===== config.mk =====
export PLATFORM = sky130hd
export DESIGN_NAME = tbre_scan_ctrl_flat
export DESIGN_NICKNAME = d
export VERILOG_FILES = /design/src/rtl/tbre_scan_ctrl_if.sv /design/src/rtl/tbre_scan_ctrl.sv /design/src/flat_wrapper.sv
export SDC_FILE = /design/constraint.sdc
export NUM_CORES = 1
export LEC_CHECK = 0
export CAP_MARGIN = 30
export CORE_MARGIN = 2
export CORE_UTILIZATION = 35
export CTS_CLUSTER_DIAMETER = 40
export DETAILED_ROUTE_END_ITERATION = 8
export GPL_TIMING_DRIVEN = 0
export PLACE_DENSITY = 0.74
export SLEW_MARGIN = 0
export SYNTH_ARGS = -nofsm -noshare
export SYNTH_HDL_FRONTEND = slang
export SYNTH_SLANG_ARGS = --single-unit

===== constraint.sdc =====
create_clock -name clk_i -period 14.4 [get_ports clk_i]
set_input_delay 1.44 -clock clk_i [delete_from_list [all_inputs] [get_ports clk_i]]
set_output_delay 1.44 -clock clk_i [all_outputs]
set_load 0.05 [all_outputs]

===== src/rtl/tbre_scan_ctrl_if.sv =====
// Read-request bus between the scan controller (master) and a word memory (slave).
// One outstanding read: request/grant handshake, then a single valid response.
interface tbre_scan_ctrl_if;
  logic        mem_req_o;
  logic [31:0] mem_addr_o;
  logic        mem_gnt_i;
  logic        mem_rvalid_i;
  logic [31:0] mem_rdata_i;
  logic        mem_err_i;

  modport master (
    output mem_req_o, mem_addr_o,
    input  mem_gnt_i, mem_rvalid_i, mem_rdata_i, mem_err_i
  );

  modport slave (
    input  mem_req_o, mem_addr_o,
    output mem_gnt_i, mem_rvalid_i, mem_rdata_i, mem_err_i
  );
endinterface


===== src/rtl/tbre_scan_ctrl.sv =====
// Word-range scanner: reads every word from start to end, counts the non-zero
// words and reports busy/err/count/current address on a status register.
module tbre_scan_ctrl #(
  parameter int unsigned TIMEOUT_CYCLES = 255
) (
  input  logic             clk_i,
  input  logic             rstn_i,
  input  logic [127:0]     mmreg_corein_i,
  output logic [63:0]      mmreg_coreout_o,
  tbre_scan_ctrl_if.master mem
);
  localparam logic [15:0] TMO = 16'(TIMEOUT_CYCLES);

  typedef enum logic [1:0] {ST_IDLE, ST_REQ, ST_WAIT, ST_FIN} state_t;

  state_t      state, state_nxt;
  logic        go_p0;
  logic [29:0] start_p0, end_p0;
  logic [29:0] end_lat, cur_addr;
  logic        err, busy;
  logic [15:0] cnt, timer;
  logic        unused_cfg;

  assign unused_cfg = ^{mmreg_corein_i[127:65], mmreg_corein_i[33:32], mmreg_corein_i[1:0]};

  function automatic logic [15:0] sat_inc(input logic [15:0] v);
    return (v == 16'hFFFF) ? v : v + 16'd1;
  endfunction

  // Stage p0: configuration capture, only while idle so a go during a scan is dropped
  always_ff @(posedge clk_i or negedge rstn_i) begin
    if (!rstn_i) go_p0 <= 1'b0;
    else         go_p0 <= mmreg_corein_i[64] && (state == ST_IDLE);
  end

  always_ff @(posedge clk_i) begin
    if (state == ST_IDLE && mmreg_corein_i[64]) begin
      start_p0 <= mmreg_corein_i[31:2];
      end_p0   <= mmreg_corein_i[63:34];
    end
  end

  always_comb begin
    state_nxt = state;
    case (state)
      ST_IDLE: if (go_p0) state_nxt = (start_p0 > end_p0) ? ST_FIN : ST_REQ;
      ST_REQ:  if (mem.mem_gnt_i) state_nxt = ST_WAIT;
      ST_WAIT: begin
        if (mem.mem_rvalid_i) begin
          if (mem.mem_err_i || cur_addr == end_lat) state_nxt = ST_FIN;
          else                                       state_nxt = ST_REQ;
        end else if (timer == TMO) begin
          state_nxt = ST_FIN;
        end
      end
      ST_FIN:  state_nxt = ST_IDLE;
      default: state_nxt = ST_IDLE;
    endcase
  end

  // Stage p1: scan state and status registers
  always_ff @(posedge clk_i or negedge rstn_i) begin
    if (!rstn_i) begin
      state    <= ST_IDLE;
      busy     <= 1'b0;
      err      <= 1'b0;
      cnt      <= '0;
      cur_addr <= '0;
      end_lat  <= '0;
      timer    <= '0;
    end else begin
      state <= state_nxt;
      busy  <= (state_nxt != ST_IDLE);
      case (state)
        ST_IDLE: begin
          if (go_p0) begin
            end_lat  <= end_p0;
            cur_addr <= start_p0;
            err      <= (start_p0 > end_p0);
            cnt      <= '0;
          end
        end
        ST_REQ: begin
          if (mem.mem_gnt_i) timer <= '0;
        end
        ST_WAIT: begin
          if (mem.mem_rvalid_i) begin
            if (mem.mem_err_i) begin
              err <= 1'b1;
            end else begin
              if (mem.mem_rdata_i != 32'd0) cnt <= sat_inc(cnt);
              // Stopping at end before incrementing keeps 0xFFFF_FFFC from wrapping
              if (cur_addr != end_lat) cur_addr <= cur_addr + 30'd1;
            end
          end else if (timer == TMO) begin
            err <= 1'b1;
          end else begin
            timer <= timer + 16'd1;
          end
        end
        default: ;
      endcase
    end
  end

  assign mem.mem_req_o   = (state == ST_REQ);
  assign mem.mem_addr_o  = {cur_addr, 2'b00};
  assign mmreg_coreout_o = {cur_addr, 2'b00, cnt, 14'd0, err, busy};
endmodule


===== src/flat_wrapper.sv =====
// flat-port wrapper written by rule: the top's interface ports become plain ports
module tbre_scan_ctrl_flat 
#(
  parameter int unsigned TIMEOUT_CYCLES = 255
)
  (clk_i, rstn_i, mmreg_corein_i, mmreg_coreout_o, mem_mem_req_o, mem_mem_addr_o, mem_mem_gnt_i, mem_mem_rvalid_i, mem_mem_rdata_i, mem_mem_err_i);
  tbre_scan_ctrl_if mem_i ();
  input  logic clk_i;
  input  logic rstn_i;
  input  logic [127:0] mmreg_corein_i;
  output logic [63:0] mmreg_coreout_o;
  output wire logic [$bits(mem_i.mem_req_o)-1:0] mem_mem_req_o;
  output wire logic [$bits(mem_i.mem_addr_o)-1:0] mem_mem_addr_o;
  input wire logic [$bits(mem_i.mem_gnt_i)-1:0] mem_mem_gnt_i;
  input wire logic [$bits(mem_i.mem_rvalid_i)-1:0] mem_mem_rvalid_i;
  input wire logic [$bits(mem_i.mem_rdata_i)-1:0] mem_mem_rdata_i;
  input wire logic [$bits(mem_i.mem_err_i)-1:0] mem_mem_err_i;
  assign mem_mem_req_o = mem_i.mem_req_o;
  assign mem_mem_addr_o = mem_i.mem_addr_o;
  assign mem_i.mem_gnt_i = mem_mem_gnt_i;
  assign mem_i.mem_rvalid_i = mem_mem_rvalid_i;
  assign mem_i.mem_rdata_i = mem_mem_rdata_i;
  assign mem_i.mem_err_i = mem_mem_err_i;
  tbre_scan_ctrl #(.TIMEOUT_CYCLES(TIMEOUT_CYCLES)) u_core (.clk_i(clk_i), .rstn_i(rstn_i), .mmreg_corein_i(mmreg_corein_i), .mmreg_coreout_o(mmreg_coreout_o), .mem(mem_i));
endmodule

# After elaboration in Yosys (flattened, before gate mapping)
# Cells that the tools add are included.
dict set report op_classes {
  n_addsub 3
  n_lt_le_gt_ge 1
  n_eq_ne 18
  muxes 27
  n_reduce_logical 12
}
# op count
set ops {}
lappend ops {{16-bit two-way mux} 8}
lappend ops {{30-bit two-way mux} 4}
lappend ops {{16-bit case mux with 2 select lines} 2}
lappend ops {{30-bit case mux with 2 select lines} 1}
lappend ops {{16-bit by 1-bit adder with 16-bit output, second input constant} 2}
lappend ops {{32-bit nonzero test} 1}
lappend ops {{30-bit by 1-bit adder with 30-bit output, second input constant} 1}
lappend ops {{30-bit equality test} 1}
lappend ops {{30-bit > comparator} 1}
lappend ops {{30-bit != test} 1}
lappend ops {{16-bit equality test, second input constant} 1}
lappend ops {{16-bit by 8-bit equality test with 1-bit output, second input constant} 1}
lappend ops {{2-bit two-way mux} 6}
lappend ops {{2-bit != test, second input constant} 5}
lappend ops {{2-bit by 1-bit != test with 1-bit output, second input constant} 4}
lappend ops {{2-bit case mux with 4 select lines} 1}
lappend ops {{4-bit AND reduction} 2}
lappend ops {{6-bit AND reduction} 1}
lappend ops {{2-bit nonzero test} 3}
lappend ops {{5-bit AND reduction} 1}
lappend ops {{2-bit equality test, second input constant} 2}
lappend ops {{1-bit two-way mux} 4}
lappend ops {{3-bit by 2-bit != test with 1-bit output, second input constant} 1}
lappend ops {{3-bit != test, second input constant} 1}
lappend ops {{other kinds (6)} 6}
dict set report totals {
  ff_bits 157
  inputBits 165
  output_inout_bits 97
}

# Depth between registers and ports, before layout
# Gate-level depths: netlist (run 1).
dict set report depth {
  word_depth 6
  mapped_depth 9
  mapped_depth_nobuf 8
}

# Worst setup path before layout (run 1)
# OpenSTA, ideal clock, no wires.
dict set report synth_timing {
  path_kind {input port to flip-flop}
  from {input mmreg_corein_i[64]}
  to {register u_core.go_p0}
  setup_ns 0.578
  arrival_ns 5.830
  t_required_ns 13.822
  setup_slack_ns 7.991
  stages 1
  cell_sequence {nor3b_1}
}
dict set report synth_between {
  elab_chain_len 1
}
# element line
set synth_lines {}
lappend synth_lines {{start, declared} flat_wrapper.sv:10} ;# input logic [127:0] mmreg_corein_i;
lappend synth_lines {{1-bit logical AND} tbre_scan_ctrl.sv:33} ;# else go_p0 <= mmreg_corein_i[64] && (state == ST_IDLE);
lappend synth_lines {{end signal, assigned} tbre_scan_ctrl.sv:33}
lappend synth_lines {{end, declared} tbre_scan_ctrl.sv:17} ;# logic go_p0;
# No other way between the ends.
# A chain may end at the register's enable or synchronous reset.

# Final worst setup path (run 1)
dict set report layout_timing {
  from {input mem_mem_rvalid_i}
  to {register u_core.cnt[11]}
}
dict set report layout_between {
  elab_chain_len 2
}
# element line
set layout_lines {}
lappend layout_lines {{start, declared} flat_wrapper.sv:15} ;# input wire logic [$bits(mem_i.mem_rvalid_i)-1:0] mem_mem_rvalid_i;
lappend layout_lines {{2-bit != test (no source line)} n/a}
lappend layout_lines {{6-bit AND reduction (no source line)} n/a}
lappend layout_lines {{end signal, assigned} tbre_scan_ctrl.sv:91} ;# if (mem.mem_rdata_i != 32'd0) cnt <= sat_inc(cnt);
lappend layout_lines {{end, declared} tbre_scan_ctrl.sv:21} ;# logic [15:0] cnt, timer;
# No other way between the ends.

==> run metrics, run 1 <==
status=completed; Fmax achieved=285 MHz; WP data required=between 10000 and 15000 ps; FFs w/ async S/R, synth=0.618; area share of the largest cell type after synthesis=0.300; Initial Util=0.358; post-synth cell types=slightly below 60; PwrDens=roughly 210 nW/um^2; Yosys top cell by area=dfrtp_1; Layout Nets=1203; Final Skew=~13 ps; critical path, cell by cell=clkdlybuf4s50_1 -> mux2i_1 -> or2_1 -> nor2_1 -> clkbuf_1 -> nor2_1 -> a31o_1; vias in the first global route=6489; Min-Delay Path Class=register to register; clock latency on the worst-skew pair=between 400 and 500 ps; Total Routing Usage GR=0.190; fill count=2123; CTS Buf Count=17; Slew headroom=0.518; syn avg cell area=between 10 and 15 sq um; first-pass GRT wire length=35400 um; Reg-to-Reg End=u_core.cur_addr[1]; Hold Path Cell Cnt=2; gp weighted congestion=between 0.9 and 1; # setup viols final=0; GRT overflow=0; Die Wd=156 um; final critical-path share of the clock period=0.243; crit-path max cell delay=roughly 580 ps; ranking of synthesized cells by area=dfrtp_1 30%, edfxtp_1 22%, ha_1 5.1%; warnings from Yosys=0; startpoint types=input pin; Vias/cell=a little over 5; WL final=23000 um; Leakage Power=~0.0046 uW; Seq cells post-synth=~160; Clock Tree Buf Depth=2; routed len/inst=about 18 um; Initial DRC Count=approximately 800; CP Max Fanout=10; Clock Pin Slew Worst Setup and Hold Paths=~60 ps; Initial DRT Pass Iterations=6; # Post-CTS Setup Buffers=0; Die Ht=about 160 um; arrival time worst endpoint=3830 ps; Post-Syn Instances=a little under 800; DIE AREA=24400 sq um; clk sink count=157; Pins Over Slew Limit=0; DRC=0; cts hold-fix bufs=0; htree depth=4; Most used DFF post-synth=dfrtp_1; crit path kind=input pin to register; CTS-repair resized insts=0; Final Hold Violating Endpoints=0; CTS root buffer=clkbuf_16; crit path time final=approximately 3500 ps; TritonCTS clock tree=yes; Crit. End Element=register; RSZ-0062 raised after global routing=false; cell row count=55; total power=approximately 2300 uW; Syn Std Cell Area=8090 sq um; share of layout cells above drive strength 1=0.0953; initial antenna violation count=1; Post-DRT Antenna Nets=0; R2R depth=8; number of synthesized flops with an enable pin=60; setup TNS=0 ps; port bufs=~180; Synth-to-Final Area Change=35.5%; Core ar.=between 20000 and 25000 sq um; HP Start=u_core.start_p0[5]; via count=6756; CP max-delay cell=clkbuf_1; Max IR drop VDD=~0.00015 V; pin count of the biggest net entering global routing=between 60 and 70; Crit path top cell by count=nor2_1; setup slack, reg-to-reg=approximately 11000 ps; Slew @ Worst Pin=between 700 and 800 ps; Hold Path End=u_core.cur_addr[5]; # IOs=about 260; maxcap violations=0; part of the Yosys area used for sequential elements=0.522; Layout Utilization=0.485; worst r2r src=u_core.cur_addr[7]; post-DP HPWL=17200 um
==> metal layers <==
metal	up-vias	GRT usage	routed length [um]
met2	293	0.317	11200
met1	3235	0.247	9800
met4	0	0.0529	384
met5	-	0	0
li1	3198	-	-
met3	30	0.0442	1650
==> synth_stat cells (3+ instances only) <==
| master | instances |
|---|---|
| a211oi_1 | 4 |
| a21o_1 | 3 |
| a21oi_1 | 24 |
| a22oi_1 | 3 |
| and2_1 | 4 |
| and3_1 | 12 |
| and4_1 | 5 |
| buf_2 | 5 |
| buf_4 | 50 |
| clkbuf_1 | 24 |
| dfrtp_1 | 97 |
| edfxtp_1 | 60 |
| ha_1 | 33 |
| inv_1 | 44 |
| mux2i_1 | 8 |
| nand2_1 | 94 |
| nand2b_1 | 5 |
| nand3_1 | 28 |
| nand4_1 | 22 |
| nor2_1 | 51 |
| nor2b_1 | 4 |
| nor3_1 | 8 |
| nor3b_1 | 3 |
| nor4_1 | 31 |
| o211ai_1 | 12 |
| o21ai_0 | 27 |
| o21ai_1 | 17 |
| o311ai_1 | 13 |
| o31ai_1 | 4 |
| o32ai_1 | 5 |
| or2_1 | 3 |
| or3_1 | 3 |
| or4_1 | 3 |
| xnor2_1 | 9 |
| xor2_1 | 39 |
==> worst max-delay path: cells and delay by family <==
| family | cells | cell delay, ps |
|---|---|---|
| AO/OA/AOI/OAI | 1 | 230 |
| buffers and inverters | 2 | 1130 |
| multiplexers | 1 | 120 |
| AND/OR/NAND/NOR | 3 | 900 |
==> state kept, by name, indices dropped and copies added (netlist names) <==
name,count
u_core.timer,16
u_core.end_lat,30
u_core.busy,1
u_core.cur_addr,30
u_core.cnt,16
u_core.state,2
u_core.end_p0,30
u_core.go_p0,1
u_core.start_p0,30
u_core.err,1
==> cells by family (layout without fill, tap and decap cells) <==
family | Yosys count | in the layout | synth area share
AOI/OAI and AO/OA | 134 | 134 | 0.110
xor gates and xnor gates | 48 | 48 | 0.0519
adders and majority gates | 33 | 33 | 0.0510
buffers and inverters | 123 | 337 | 0.0810
DFF | 157 | 157 | 0.522
muxes | 9 | 9 | 0.0113
other | 1 | 19 | 0.000463
and+or+nand+nor | 282 | 282 | 0.171
==> placed cells by master, fill, tap and decap left out, types with 4 or more instances in the layout <==
cell and n:
buf_4 51, nor4_1 31, dfrtp_1 97, conb_1 18, o31ai_1 4, nand2_1 94, o32ai_1 5, buf_6 5
clkdlybuf4s50_1 175, buf_2 5, mux2i_1 8, o21ai_1 17, nand4_1 22, and3_1 12, edfxtp_1 60, and4_1 5
inv_1 44, a211oi_1 4, nand2b_1 5, xor2_1 39, nor3_1 8, o311ai_1 13, and2_1 4, xnor2_1 9
nand3_1 28, o21ai_0 27, clkbuf_16 17, o211ai_1 12, clkbuf_1 24, a21oi_1 24, nor2b_1 4, nor2_1 51
ha_1 33
==> final cells by class <==
class | count | area, sq um | area share
diodes | 1 | 2.50 | 0.000228
plain buffers | 79 | 490 | 0.0447
clock buffers | 18 | 439 | 0.0400
clock inverters | 14 | 166 | 0.0152
inverters | 44 | 165 | 0.0151
multi-input cells | 524 | 3280 | 0.299
flip-flops and latches | 157 | 4230 | 0.385
well taps | 285 | 357 | 0.0325
repair buffers | 182 | 1840 | 0.168
==> worst max-delay path by stage <==
stage	startpoint	to	depth (start not counted)
after detailed placement	mem_mem_rvalid_i	u_core.cur_addr[2]	8
after global routing	mem_mem_rvalid_i	u_core.cur_addr[2]	8
final	mem_mem_rvalid_i	u_core.cnt[11]	7
after floorplan	mmreg_corein_i[64]	u_core.go_p0	1
after CTS	mem_mem_rvalid_i	u_core.cur_addr[2]	8
after global placement	mmreg_corein_i[64]	u_core.go_p0	2
==> where the power goes <==
group | internal (uW) | switching (uW) | total [uW] | leakage (uW)
Sequential | 603 | 144 | 746 | 0.00178
Combinational | 390 | 689 | 1080 | 0.00248
Clock | 277 | 191 | 468 | 0.000292
Total | 1270 | 1020 | 2290 | 0.00456
==> through the flow <==
| stage | setup slack [ps] | std cells | hold WS [ps] | area [sq um] |
|---|---|---|---|---|
| 2_1_floorplan | 7990 | 804 | 448 | 8160 |
| 3_3_place_gp | 5480 | 1265 | 481 | 10300 |
| 3_5_place_dp | 10470 | 1271 | 487 | 10400 |
| 4_1_cts | 10910 | 1303 | 503 | 11000 |
| 5_1_grt | 10730 | 1303 | 522 | 11000 |
| 6_report | 10900 | 1304 | 500 | 11000 |
No activity file was read; power rests on OpenSTA's default activity.
==> inputs of run 2 (changes only) <==
==> constraint.sdc (replaced) <==
create_clock -name clk_i -period 3.55 [get_ports clk_i]
set_input_delay 0.355 -clock clk_i [delete_from_list [all_inputs] [get_ports clk_i]]
set_output_delay 0.355 -clock clk_i [all_outputs]
set_load 0.05 [all_outputs]
==> run 2 against run 1 <==
  * Cell count about the same
  * Die area is the same
  * Final area is essentially flat
  * Setup slack got worse by 10000 ps
  * Sequential power rose to 4.1 times the previous value
  * Critical endpoint is now u_core.cur_addr[1]
  * Utilization about the same
  * Clock skew fell by 4.7 ps
  * Non-clock buffer count is 1 lower
  * Routed wire length fell by 0.56%
  * Critical path type is now register to register
  * Worst hold slack got worse by 22 ps
  * First-iteration DRC count is 31% lower
==> run metrics, run 2 (synthesis results as in run 1) <==
status=completed (unchanged); Leakage Power=0.00456 uW (about the same); Final Skew=8.24 ps (was 12.9 ps); hold slack=478 ps (was 500 ps); CTS Buf Count=17 (unchanged); Logic pwr share=0.474 (was 0.470); # IOs=262 (unchanged); total power=9250 uW (was 2290 uW); final critical-path share of the clock period=0.828; Die Ht=156 um (unchanged); Die Wd=156 um (unchanged); vias in the first global route=6444 (was 6489); Fmax achieved=around 340 MHz; Crit. End Element=register (unchanged); Slew headroom=0.483 (was 0.518); Synth-to-Final Area Change=35.6% (was 35.5%); htree depth=4 (unchanged); Post-DRT Antenna Nets=0 (unchanged); commonest non-fill, non-tap cell in the layout=clkdlybuf4s50_1 (unchanged); maxcap violations=0 (unchanged); initial antenna violation count=1 (unchanged); DRC=0 (unchanged); Initial DRT Pass Iterations=6 (unchanged); Pins Over Slew Limit=0 (unchanged); post-DP HPWL=17400 um (was 17200 um); crit path buf inv count=2 (unchanged); routed len/inst=17.5 um (was 17.6 um); GRT overflow=0 (unchanged); Initial DRC Count=559 (was 807); CTS root buffer=clkbuf_16 (unchanged); Clock Pin Slew Worst Setup and Hold Paths=70 ps (was 60 ps); Initial Util=0.358 (unchanged); crit-path max cell delay=400 ps (was 580 ps); share of layout cells above drive strength 1=0.0934 (was 0.0953); CP Max Fanout=10 (unchanged); via count=6800 (was 6756); arrival time worst endpoint=3240 ps (was 3830 ps); TritonCTS clock tree=yes (unchanged); WP data required=3850 ps (was 14720 ps); startpoint types=register (was input pin); CP max-delay cell=dfrtp_1 (was clkbuf_1); port bufs=176 (unchanged); Vias/cell=5.22 (was 5.18); WL final=22900 um (was 23000 um); DIE AREA=24400 sq um (unchanged); gp weighted congestion=0.922 (was 0.946); Final Hold Violating Endpoints=0 (unchanged); Clock power frac=0.198 (was 0.204); Clock Tree Buf Depth=2 (unchanged); critical path, cell by cell=clkbuf_1 -> xor2_1 -> nor4_1 -> nand4_1 -> o21ai_1 -> buf_2 -> a21o_1 -> mux2_1 (was clkdlybuf4s50_1 -> mux2i_1 -> or2_1 -> nor2_1 -> clkbuf_1 -> nor2_1 -> a31o_1); Core ar.=22600 sq um (unchanged); PwrDens=843 nW/um^2 (was 209 nW/um^2); DP Area=10400 sq um (about the same); Slew @ Worst Pin=769 ps (was 717 ps); first-pass GRT wire length=34900 um (was 35400 um); fin area=11000 sq um (about the same); Max IR drop VDD=0.000650 V (was 0.000149 V); Layout Nets=1202 (was 1203); pin count of the biggest net entering global routing=51 (was 67); delay-heaviest family, CP=compound AO/OA/AOI/OAI gates (was buffers and inverters); Seq pwr share=0.327 (was 0.325); fin worst setup slack=609 ps (was 10900 ps); clock latency on the worst-skew pair=420 ps (was 440 ps); Total Routing Usage GR=0.187 (was 0.190); # setup viols final=0 (unchanged); most frequent cells in the layout=175 x clkdlybuf4s50_1, 97 x dfrtp_1, 94 x nand2_1 (unchanged); Int Power=5110 uW (was 1270 uW); Switching Power=4140 uW (was 1020 uW); clk sink count=157 (unchanged); cell row count=55 (unchanged); RSZ-0062 raised after global routing=false (unchanged); crit path time final=2940 ps; crit path kind=register to register (was input pin to register); Switching Share=0.447 (was 0.446); pre-CTS setup slack=700 ps (was 10470 ps); Min-Delay Path Class=input pin to register (was register to register)
==> run 2: worst paths after layout <==
kind / from / end / slack, ps / cells past startpoint
setup reg to reg: u_core.cur_addr[19] / u_core.cur_addr[1] / 610 / 8
hold / removal: mmreg_corein_i[60] / u_core.end_p0[26] / 480 / 1
setup / recovery: u_core.cur_addr[19] / u_core.cur_addr[1] / 610 / 8
hold reg to reg: u_core.cnt[5] / u_core.cnt[5] / 500 / 1
max in group asynchronous: rstn_i / u_core.end_lat[18] / 2360 / 3
min in group asynchronous: rstn_i / u_core.timer[11] / 510 / 2
==> run 2: per-layer routing <==
metal / track usage / vias to the layer above / wire (um)
met5: 0 / - / 0
met4: 0.0559 / 0 / 486
met3: 0.0464 / 36 / 1830
met2: 0.312 / 304 / 11000
met1: 0.240 / 3255 / 9560
li1: - / 3205 / -
==> run 2: worst register-to-register path, cell delays in order (launching register included) <==
cell,delay [ps]
dfrtp_1,400
clkbuf_1,340
xor2_1,130
nor4_1,350
nand4_1,220
o21ai_1,340
buf_2,320
a21o_1,360
mux2_1,360
==> run 2: cell type report <==
type	count	area [sq um]
inverter	44	165
antenna	1	2.50
clock inverter	13	139
tap	285	357
sequential	157	4230
buffer	79	490
clock buffer	19	454
timing repair buffer	181	1850
multi-input combinational	524	3280
fill	2067	11700
==> run 2: repair_timing <==
action | 4_1_cts | 5_1_grt
hold buffers | 1 | 0
gates resized for setup | 0 | 0
setup buffers | 0 | 0
endpoints found under the hold margin | 47 | 0
==> run 2: per-stage QoR <==
| step | util | cells | TNS (ps) |
|---|---|---|---|
| finish | 0.485 | 1303 | 0 |
| global route | 0.485 | 1302 | 0 |
| CTS | 0.485 | 1302 | 0 |
| detailed placement | 0.458 | 1269 | 0 |
| global placement | 0.454 | 1265 | -225130 |
| floorplan | - | 804 | 0 |
==> run 2: power groups by stage <==
stage               Clock [uW]  Sequential [uW]  Combinational (uW)
floorplan                    0             3450                2370
global placement             0             3060                4230
detailed placement           0             3060                4360
CTS                       1860             3030                4380
global route              1940             3090                4670
finish                    1840             3030                4390
